==> src/rtl/cache_mem_beat_pkg.sv <==
// Shared types and helpers for the cache line to memory beat adapter.
// Default geometry, FSM state encoding and the next-beat search.
package cache_mem_beat_pkg;

  localparam int LINE_SIZE_DEF = 64;
  localparam int BEAT_SIZE_DEF = 16;
  localparam int BEATS         = LINE_SIZE_DEF / BEAT_SIZE_DEF;
  localparam int BEAT_IDX_W    = $clog2(BEATS);

  // Upper bound on beats per line the search helper handles.
  localparam int MAX_BEATS     = 32;
  localparam int MAX_IDX_W     = $clog2(MAX_BEATS);

  typedef enum logic {
    S_IDLE,
    S_SEND
  } req_state_e;

  typedef struct packed {
    logic                 found;
    logic [MAX_IDX_W-1:0] idx;
  } beat_sel_t;

  // Lowest beat index >= from whose byte-enable slice is nonzero.
  // nz holds one OR-reduced bit per byte-enable slice.
  function automatic beat_sel_t next_beat(
    input logic [MAX_BEATS-1:0] nz,
    input int                   from
  );
    beat_sel_t s;
    s = '0;
    for (int i = MAX_BEATS - 1; i >= 0; i--) begin
      if (nz[i] && (i >= from)) begin
        s.found = 1'b1;
        s.idx   = i[MAX_IDX_W-1:0];
      end
    end
    return s;
  endfunction

endpackage

==> src/rtl/cache_mem_rsp_assembler.sv <==
// Collects BEATS in-order memory beats into one cache line response.
// Ports: dram_rsp_* beat input, mem_rsp_* line output, clk/reset.
module cache_mem_rsp_assembler
  import cache_mem_beat_pkg::*;
#(
  parameter int BEAT_SIZE = BEAT_SIZE_DEF,
  parameter int NBEATS    = BEATS,
  parameter int TAG_WIDTH = 8
) (
  input  logic                          clk,
  input  logic                          reset,
  input  logic                          dram_rsp_valid,
  output logic                          dram_rsp_ready,
  input  logic [BEAT_SIZE*8-1:0]        dram_rsp_data,
  input  logic [TAG_WIDTH-1:0]          dram_rsp_tag,
  output logic                          mem_rsp_valid,
  input  logic                          mem_rsp_ready,
  output logic [NBEATS*BEAT_SIZE*8-1:0] mem_rsp_data,
  output logic [TAG_WIDTH-1:0]          mem_rsp_tag
);

  localparam int IW = $clog2(NBEATS);
  localparam int BW = BEAT_SIZE * 8;

  logic [NBEATS-1:0][BW-1:0] line_q;
  logic [IW-1:0]             cnt_q;
  logic [TAG_WIDTH-1:0]      tag_q;
  logic                      valid_q;
  logic                      beat_fire;
  logic                      last_beat;

  assign dram_rsp_ready = !valid_q;
  assign beat_fire      = dram_rsp_valid && !valid_q;
  assign last_beat      = (cnt_q == IW'(NBEATS - 1));

  always_ff @(posedge clk or negedge reset) begin
    if (!reset) begin
      line_q  <= '0;
      cnt_q   <= '0;
      tag_q   <= '0;
      valid_q <= 1'b0;
    end else begin
      if (valid_q && mem_rsp_ready) begin
        valid_q <= 1'b0;
      end
      if (beat_fire) begin
        line_q[cnt_q] <= dram_rsp_data;
        if (cnt_q == '0) begin
          tag_q <= dram_rsp_tag;
        end
        if (last_beat) begin
          cnt_q   <= '0;
          valid_q <= 1'b1;
        end else begin
          cnt_q <= cnt_q + 1'b1;
        end
      end
    end
  end

  assign mem_rsp_valid = valid_q;
  assign mem_rsp_data  = line_q;
  assign mem_rsp_tag   = tag_q;

  // Beats after the first must carry the tag latched from beat 0.
  a_tag_stable: assert property (
    @(posedge clk) disable iff (!reset)
    (beat_fire && cnt_q != '0) |-> (dram_rsp_tag == tag_q)
  );

endmodule

==> src/rtl/cache_mem_beat_adapter.sv <==
// Splits full-line cache memory requests into memory-bus beats and
// reassembles read beats into line responses. Ports: mem_* cache side,
// dram_* beat bus side, clk and active-low async reset.
module cache_mem_beat_adapter
  import cache_mem_beat_pkg::*;
#(
  parameter int LINE_SIZE  = LINE_SIZE_DEF,
  parameter int BEAT_SIZE  = BEAT_SIZE_DEF,
  parameter int ADDR_WIDTH = 26,
  parameter int TAG_WIDTH  = 8,
  localparam int NB        = LINE_SIZE / BEAT_SIZE,
  localparam int IW        = $clog2(NB)
) (
  input  logic                       clk,
  input  logic                       reset,
  input  logic                       mem_req_valid,
  output logic                       mem_req_ready,
  input  logic                       mem_req_rw,
  input  logic [LINE_SIZE-1:0]       mem_req_byteen,
  input  logic [ADDR_WIDTH-1:0]      mem_req_addr,
  input  logic [LINE_SIZE*8-1:0]     mem_req_data,
  input  logic [TAG_WIDTH-1:0]       mem_req_tag,
  output logic                       mem_rsp_valid,
  input  logic                       mem_rsp_ready,
  output logic [LINE_SIZE*8-1:0]     mem_rsp_data,
  output logic [TAG_WIDTH-1:0]       mem_rsp_tag,
  output logic                       dram_req_valid,
  input  logic                       dram_req_ready,
  output logic                       dram_req_rw,
  output logic [BEAT_SIZE-1:0]       dram_req_byteen,
  output logic [ADDR_WIDTH+IW-1:0]   dram_req_addr,
  output logic [BEAT_SIZE*8-1:0]     dram_req_data,
  output logic [TAG_WIDTH-1:0]       dram_req_tag,
  input  logic                       dram_rsp_valid,
  output logic                       dram_rsp_ready,
  input  logic [BEAT_SIZE*8-1:0]     dram_rsp_data,
  input  logic [TAG_WIDTH-1:0]       dram_rsp_tag
);

  localparam int BW = BEAT_SIZE * 8;

  typedef logic [NB-1:0][BW-1:0]        line_t;
  typedef logic [NB-1:0][BEAT_SIZE-1:0] be_t;

  req_state_e            state_q, state_d;
  logic [IW-1:0]         beat_q, beat_d;
  logic                  rw_q;
  logic [ADDR_WIDTH-1:0] addr_q;
  be_t                   be_q;
  line_t                 data_q;
  logic [TAG_WIDTH-1:0]  tag_q;
  logic                  load;
  logic                  send;

  be_t                   req_be;
  logic [MAX_BEATS-1:0]  req_nz;
  logic [MAX_BEATS-1:0]  cur_nz;
  beat_sel_t             first_sel;
  beat_sel_t             next_sel;

  assign req_be = mem_req_byteen;

  always_comb begin
    req_nz = '0;
    cur_nz = '0;
    for (int i = 0; i < NB; i++) begin
      req_nz[i] = |req_be[i];
      cur_nz[i] = |be_q[i];
    end
  end

  // Widened index so the search past the last beat finds nothing.
  assign first_sel = next_beat(req_nz, 0);
  assign next_sel  = next_beat(cur_nz, int'(beat_q) + 1);

  always_comb begin
    state_d        = state_q;
    beat_d         = beat_q;
    load           = 1'b0;
    mem_req_ready  = 1'b0;
    dram_req_valid = 1'b0;
    unique case (state_q)
      S_IDLE: begin
        mem_req_ready = 1'b1;
        if (mem_req_valid) begin
          load = 1'b1;
          if (!mem_req_rw) begin
            state_d = S_SEND;
            beat_d  = '0;
          end else if (first_sel.found) begin
            state_d = S_SEND;
            beat_d  = IW'(first_sel.idx);
          end
        end
      end
      S_SEND: begin
        dram_req_valid = 1'b1;
        if (dram_req_ready) begin
          if (rw_q && next_sel.found) begin
            beat_d = IW'(next_sel.idx);
          end else begin
            state_d = S_IDLE;
          end
        end
      end
    endcase
  end

  always_ff @(posedge clk or negedge reset) begin
    if (!reset) begin
      state_q <= S_IDLE;
      beat_q  <= '0;
      rw_q    <= 1'b0;
      addr_q  <= '0;
      be_q    <= '0;
      data_q  <= '0;
      tag_q   <= '0;
    end else begin
      state_q <= state_d;
      beat_q  <= beat_d;
      if (load) begin
        rw_q   <= mem_req_rw;
        addr_q <= mem_req_addr;
        be_q   <= mem_req_byteen;
        data_q <= mem_req_data;
        tag_q  <= mem_req_tag;
      end
    end
  end

  assign send = (state_q == S_SEND);

  assign dram_req_rw   = send && rw_q;
  assign dram_req_addr = {addr_q, beat_q};
  assign dram_req_tag  = tag_q;

  always_comb begin
    dram_req_byteen = '0;
    dram_req_data   = '0;
    if (send) begin
      if (rw_q) begin
        dram_req_byteen = be_q[beat_q];
        dram_req_data   = data_q[beat_q];
      end else begin
        dram_req_byteen = '1;
      end
    end
  end

  cache_mem_rsp_assembler #(
    .BEAT_SIZE (BEAT_SIZE),
    .NBEATS    (NB),
    .TAG_WIDTH (TAG_WIDTH)
  ) u_rsp_asm (
    .clk            (clk),
    .reset          (reset),
    .dram_rsp_valid (dram_rsp_valid),
    .dram_rsp_ready (dram_rsp_ready),
    .dram_rsp_data  (dram_rsp_data),
    .dram_rsp_tag   (dram_rsp_tag),
    .mem_rsp_valid  (mem_rsp_valid),
    .mem_rsp_ready  (mem_rsp_ready),
    .mem_rsp_data   (mem_rsp_data),
    .mem_rsp_tag    (mem_rsp_tag)
  );

endmodule

==> config.mk <==
export PLATFORM = sky130hd
export DESIGN_NAME = cache_mem_beat_adapter
export DESIGN_NICKNAME = d
export VERILOG_FILES = /design/src/rtl/cache_mem_beat_pkg.sv /design/src/rtl/cache_mem_rsp_assembler.sv /design/src/rtl/cache_mem_beat_adapter.sv
export SDC_FILE = /design/constraint.sdc
export NUM_CORES = 2
export LEC_CHECK = 0
export CAP_MARGIN = 20
export CORE_AREA = 2 2 567 569
export CTS_CLUSTER_DIAMETER = 80
export DETAILED_ROUTE_END_ITERATION = 12
export DIE_AREA = 0 0 569 571
export GPL_TIMING_DRIVEN = 0
export PLACE_DENSITY = 0.32
export SLEW_MARGIN = 0
export SYNTH_ARGS = -nofsm -noshare
export SYNTH_HDL_FRONTEND = slang
export SYNTH_SLANG_ARGS = --single-unit
export TNS_END_PERCENT = 1
==> constraint.sdc <==
create_clock -name clk -period 6.4 [get_ports clk]
set_input_delay 1.92 -clock clk [delete_from_list [all_inputs] [get_ports clk]]
set_output_delay 1.92 -clock clk [all_outputs]
set_load 0.01 [all_outputs]
Word-level counts from Yosys, hierarchy flattened
Index checks and enable logic that the tools add are counted.
- register bits: 1137
- input port bits: 753
- output and inout bits: 705
- word-level logic and storage cells: 95
- add/subtract/negate cells: 2
- magnitude comparators: 7
- eq/ne operators: 5
- mux-type cells: 39
- bitwise operators: 1
- reduce and logical (&&, ||, !) cells: 21
- operators with widths (cell ; count):
    bitwise mux 512 bit ; 1
    two-way mux 128 bit ; 4
    binary-select mux 128 bit (select 2 bit) ; 1
    demux 128 bit (select 2 bit) ; 1
    OR reduction 16 bit ; 8
    two-way mux 16 bit ; 3
    two-way mux 6 bit ; 8
    binary-select mux 16 bit (select 2 bit) ; 1
    two-way mux 1 bit ; 12
    two-way mux 2 bit ; 6
    logical AND 1 bit ; 9
    >= comparator 1 x 3 -> 1 bit (first input constant) ; 2
    >= comparator 2 x 3 -> 1 bit (first input constant) ; 2
    < comparator 2 x 3 -> 1 bit (second input constant) ; 2
    inequality test 2 bit (second input constant) ; 2
    case mux 2 bit (2 select lines) ; 1
    AND reduction 4 bit ; 1
    adder 2 x 1 -> 3 bit (second input constant) ; 1
    inequality test 3 bit (second input constant) ; 1
    adder 2 x 1 -> 2 bit (second input constant) ; 1
    equality test 2 bit (second input constant) ; 1
    >= comparator 2 x 1 -> 1 bit (second input constant) ; 1
    logical NOT 2 bit ; 1
    inequality test 2 x 1 -> 1 bit (second input constant) ; 1
    4 further kinds ; 4

Logic depth before layout (Yosys ltp)
- depth in word-level cells: 11
- gate-level depth with buffers: 6
- mapped depth without buffers: 6

Hierarchy
From an unflattened synthesis, not the netlist that was laid out.
- cells, all modules: 4114
- area, all modules: 47265.3 um^2
- modules (own cells, without submodules) (module ; instances ; cells each ; area each (um^2) ; sequential area each (um^2)):
    cache_mem_beat_adapter ; 1 ; 2998 ; 27589.0 ; 15364.7
    cache_mem_rsp_assembler ; 1 ; 1116 ; 19676.4 ; 13087.6

Worst setup path before layout
No wires, ideal clock.
- path type: register to output
- from: reg beat_q[0]
- to: out dram_req_data[15]
- arrival time: 1963 ps
- required time: 4480 ps
- path slack: 2517 ps
- stages on the path, launching flop included: 5
- path buffers: 2
- path through: dfrtp_1 clkbuf_1 buf_1 mux4_2 and2_1
- longest elaborated chain between the ends: 4
- ends and longest elaborated chain (what ; line ; RTL):
    from (decl) ; cache_mem_beat_adapter.sv:46 ; logic [IW-1:0] beat_q, beat_d;
    from (signal assigned) ; cache_mem_beat_adapter.sv:120 ; beat_q <= beat_d;
    binary-select mux 128 bit (select 2 bit) ; cache_mem_beat_adapter.sv:143 ; dram_req_data = data_q[beat_q];
    two-way mux 128 bit (implied by the code) ; cache_mem_beat_adapter.sv:143 ;
    two-way mux 128 bit ; cache_mem_beat_adapter.sv:141 ; if (rw_q) begin
    two-way mux 128 bit ; cache_mem_beat_adapter.sv:140 ; if (send) begin
    to (decl) ; cache_mem_beat_adapter.sv:32 ; output logic [BEAT_SIZE*8-1:0] dram_req_data,
No other way between the ends. The select of a mux whose other input is x is not followed.

Final worst setup path
- from: reg beat_q[0]
- to: out dram_req_data[56]
The elaborated chain is that of the path after synthesis.

==> report_table.html <==
<table>
<tr><th>Metric</th><th>Value</th></tr>
<tr><th colspan="2">Run status</th></tr>
<tr><td>Run status</td><td>finished clean</td></tr>
<tr><th colspan="2">Placement</th></tr>
<tr><td>Gpl congestion</td><td>0.843</td></tr>
<tr><td>Count of port buffers added during placement</td><td>1457</td></tr>
<tr><td>Post-detail-place hpwl</td><td>215 mm</td></tr>
<tr><th colspan="2">Yosys</th></tr>
<tr><td>Area share of the largest cell type after synthesis</td><td>0.607</td></tr>
<tr><td>Number of enable-type register cells in the synthesized netlist</td><td>0</td></tr>
<tr><td>Nets in the synthesized netlist</td><td>4873</td></tr>
<tr><td>Most area-consuming cells after synthesis</td><td>dfrtp_1 61%, nand2_1 15%, mux2_2 12%</td></tr>
<tr><td>Cell taking the most area after synthesis</td><td>dfrtp_1</td></tr>
<tr><td>Mean post-synth cell area</td><td>11.4 µm²</td></tr>
<tr><td>Warning count from the yosys run</td><td>0</td></tr>
<tr><td>Post-synth top flop</td><td>dfrtp_1</td></tr>
<tr><td>Post-synthesis register bit count</td><td>1137</td></tr>
<tr><td>Distinct cell type count after synthesis</td><td>39</td></tr>
<tr><td>Share of flip-flops with an asynchronous set or reset after synthesis</td><td>1.00</td></tr>
<tr><td>Mapped Area</td><td>0.0469 mm²</td></tr>
<tr><td>Register area share after synthesis</td><td>0.607</td></tr>
<tr><td>Count of mapped cells out of synthesis</td><td>4116</td></tr>
<tr><th colspan="2">Die</th></tr>
<tr><td>CORE AREA</td><td>0.319 mm²</td></tr>
<tr><td>Number of primary I/O pins</td><td>1458</td></tr>
<tr><td>Y dimension of the die</td><td>571 µm</td></tr>
<tr><td>Horizontal die dimension</td><td>569 µm</td></tr>
<tr><td>Die area</td><td>0.325 mm²</td></tr>
<tr><td>Row count</td><td>208</td></tr>
<tr><td>Starting density of the core</td><td>0.147</td></tr>
<tr><th colspan="2">Timing</th></tr>
<tr><td>Clock Skews</td><td>72.8 ps</td></tr>
<tr><td>Final setup violation count</td><td>0</td></tr>
<tr><td>Worst hold margin</td><td>467 ps</td></tr>
<tr><td>Post-layout min period</td><td>6020 ps</td></tr>
<tr><td>RSZ-0062 raised after global routing</td><td>false</td></tr>
<tr><td>Accumulated negative setup slack</td><td>0 ps</td></tr>
<tr><td>Tightest slew margin relative to the limit</td><td>0.265</td></tr>
<tr><td>Max Transition Viols Final</td><td>0</td></tr>
<tr><td>Max frequency</td><td>0.166 GHz</td></tr>
<tr><td>Transition at the pin with the smallest max-transition slack</td><td>1100 ps</td></tr>
<tr><td>Hold Vio Cnt, Final</td><td>0</td></tr>
<tr><td>Final period utilization</td><td>0.941</td></tr>
<tr><th colspan="2">Layout</th></tr>
<tr><td>Proportion of layout cells with a drive suffix above 1</td><td>0.158</td></tr>
<tr><td>Leading cell types in the layout, fill and taps excluded</td><td>1846 x nand2_1, 1456 x clkdlybuf4s50_1, 1137 x dfrtp_1</td></tr>
<tr><td>Commonest non-fill, non-tap cell in the layout</td><td>nand2_1</td></tr>
<tr><td>Filler instances</td><td>34600</td></tr>
<tr><td>Net total in the final layout</td><td>6514</td></tr>
<tr><td>Area added between synthesis and finish</td><td>54.5%</td></tr>
<tr><th colspan="2">Min path</th></tr>
<tr><td>Worst hold path cell count</td><td>2</td></tr>
<tr><td>Worst Min Path Start</td><td>data_q[436]$_DFFE_PN0P_</td></tr>
<tr><td>Worst Hold Path EP</td><td>data_q[436]$_DFFE_PN0P_</td></tr>
<tr><td>Hold Path Class</td><td>reg2reg</td></tr>
<tr><th colspan="2">Detailed routing</th></tr>
<tr><td>Count of vias placed by the detailed router</td><td>37900</td></tr>
<tr><td>Detail-routed net length per standard cell</td><td>26.7 µm</td></tr>
<tr><td>Post-route DRC</td><td>0</td></tr>
<tr><td>Antenna-violating nets left</td><td>0</td></tr>
<tr><td>Total routed wirelength</td><td>270 mm</td></tr>
<tr><td>Number of search-and-repair iterations in the first detailed-routing pass</td><td>7</td></tr>
<tr><td>Via/cell ratio</td><td>3.75</td></tr>
<tr><td>DRT iter0 DRCs</td><td>1830</td></tr>
<tr><th colspan="2">CTS</th></tr>
<tr><td>CTS H-tree lvls</td><td>4</td></tr>
<tr><td>Clock tree from TritonCTS</td><td>done</td></tr>
<tr><td>Number of buffers inserted by post-CTS setup repair</td><td>0</td></tr>
<tr><td>Clock sink count</td><td>1137</td></tr>
<tr><td>Maximum clock path buffer count</td><td>4</td></tr>
<tr><td>Clock latency reported for the late side of the worst-skew pair</td><td>830 ps</td></tr>
<tr><td>Worst-path clk slew</td><td>60 ps</td></tr>
<tr><td>Total clock buffers created by CTS</td><td>159</td></tr>
<tr><td>CTS root buffer</td><td>clkbuf_16</td></tr>
<tr><th colspan="2">Critical path</th></tr>
<tr><td>Largest fanout of any net on the critical path</td><td>10</td></tr>
<tr><td>Worst Setup Path Type</td><td>reg2out</td></tr>
<tr><td>FF-to-FF path depth</td><td>6</td></tr>
<tr><td>Startpoint types</td><td>register</td></tr>
<tr><td>Required time at the worst-slack endpoint</td><td>4480 ps</td></tr>
<tr><td>Crit path launch</td><td>beat_q[0]$_DFFE_PN0P_</td></tr>
<tr><td>Destination of the worst register-to-register timing path</td><td>u_rsp_asm.mem_rsp_data[98]$_DFFE_PN0P_</td></tr>
<tr><td>Register-to-register setup slack</td><td>2950 ps</td></tr>
<tr><td>Start of the worst register-to-register path</td><td>u_rsp_asm.mem_rsp_valid$_DFF_PN0_</td></tr>
<tr><td>Worst Setup End Kind</td><td>output pin</td></tr>
<tr><td>Worst Path Arrival</td><td>4100 ps</td></tr>
<tr><th colspan="2">Power</th></tr>
<tr><td>Cell internal power dissipation</td><td>24.0 mW</td></tr>
<tr><td>LEAKAGE</td><td>31.5 nW</td></tr>
<tr><td>Proportion of power drawn by combinational gates</td><td>0.425</td></tr>
<tr><td>Fraction of power consumed by sequential logic</td><td>0.342</td></tr>
<tr><td>Net Sw Power</td><td>14.0 mW</td></tr>
<tr><td>Relative contribution of the clock network to total power</td><td>0.232</td></tr>
<tr><td>Power per cell area</td><td>526 mW/mm²</td></tr>
<tr><td>Worst supply voltage drop on vdd</td><td>0.000259 V</td></tr>
<tr><td>Switch share</td><td>0.369</td></tr>
<tr><th colspan="2">Global routing</th></tr>
<tr><td>Total global-route track usage</td><td>0.161</td></tr>
<tr><td>Number of antenna violations at the first check in global routing</td><td>137</td></tr>
<tr><td>Global-route wire length before repair</td><td>362 mm</td></tr>
<tr><td>Number of global-route vias before repair</td><td>41100</td></tr>
<tr><td>Total congestion overflow</td><td>0</td></tr>
<tr><td>Largest net degree at the start of global routing</td><td>160</td></tr>
<tr><th colspan="2">Flow run</th></tr>
<tr><td>Max-cap check violation count</td><td>0</td></tr>
</table>
[critical path: stages (launching register included)]
cell,delay [ps]
dfrtp_1,420
clkbuf_2,610
buf_1,850
mux4_2,600
and2_1,260
clkdlybuf4s50_1,520
[how the worst max path moves through the flow]
stage | to | slack, ps | cells after the start
detailed placement | u_rsp_asm.mem_rsp_data[98]$_DFFE_PN0P_ | 780 | 7
global route | dram_req_data[22] | 110 | 5
floorplan | dram_req_data[15] | 2520 | 4
finish | dram_req_data[56] | 380 | 5
global placement | data_q[61]$_DFFE_PN0P_ | -55470 | 1
CTS | dram_req_data[113] | 20 | 5
[synthesized netlist by cell type, drive strengths merged, types with 3 or more instances]
library cell / count
nand4: 5
dfrtp: 1137
mux2: 521
mux4: 144
clkbuf: 219
and2: 129
ha: 4
buf: 22
nor2: 5
nand2: 1847
o21ai: 3
a21oi: 17
inv: 21
nor4: 26
nor2b: 3
[power groups by stage]
stage	Clock [mW]	Sequential [mW]	Combinational, mW
3_3_place_gp	0	13.3	16.5
3_5_place_dp	0	13.1	16.6
5_1_grt	9.44	13.5	17.6
6_report	8.84	13.0	16.2
4_1_cts	9.18	13.1	16.7
2_1_floorplan	0	13.2	6.61
[state kept, by name, indices dropped and copies added (netlist names)]
| name | cells |
|---|---|
| data_q | 512 |
| u_rsp_asm.mem_rsp_data | 512 |
| be_q | 64 |
| addr_q | 26 |
| dram_req_tag | 8 |
| u_rsp_asm.mem_rsp_tag | 8 |
| beat_q | 2 |
| u_rsp_asm.cnt_q | 2 |
| rw_q | 1 |
| send | 1 |
| u_rsp_asm.mem_rsp_valid | 1 |
[layout make-up]
type | instances | area, µm² | area share
clock buffer | 228 | 4550 | 0.0628
sequential | 1137 | 28500 | 0.393
timing repair buffer | 1480 | 15100 | 0.208
antenna | 44 | 110 | 0.00152
buffer | 241 | 977 | 0.0135
multi-input combinational | 2717 | 17400 | 0.240
tap | 4200 | 5260 | 0.0726
inverter | 21 | 78.8 | 0.00109
clock inverter | 44 | 518 | 0.00715
[cells by family after synthesis]
| kind of cell | share of synthesized area |
|---|---|
| and+or+nand+nor | 0.171 |
| DFF | 0.607 |
| muxes | 0.195 |
| buffers and inverters | 0.0220 |
| AOI/OAI and AO/OA | 0.00374 |
| adders and majority gates | 0.00107 |
[through the flow]
| step | setup slack, ps | area (µm²) | total power, mW | utilization | instances |
|---|---|---|---|---|---|
| after floorplan | 2520 | 46900 | 19.8 | - | 4116 |
| after global placement | -55470 | 66700 | 29.8 | 0.209 | 9773 |
| after detailed placement | 783 | 67200 | 29.7 | 0.210 | 9794 |
| after CTS | 16.7 | 72300 | 38.9 | 0.226 | 10100 |
| after global routing | 106 | 72300 | 40.5 | 0.227 | 10100 |
| final | 378 | 72400 | 38.1 | 0.227 | 10100 |
[per-layer routing]
layer | up-vias | GRT usage | part of all wire
li1 | 16800 | - | -
met3 | 389 | 0.0673 | 0.096
met4 | 72 | 0.0366 | 0.022
met5 | - | 0 | 0.0016
met1 | 19300 | 0.173 | 0.37
met2 | 1422 | 0.293 | 0.51
[timing repair]
| action | in CTS | in global routing |
|---|---|---|
| hold buffers | 0 | 0 |
| gates resized for setup | 0 | 3 |
| endpoints found under the setup margin | 0 | 1 |
Power figures use the tool's default switching activity.
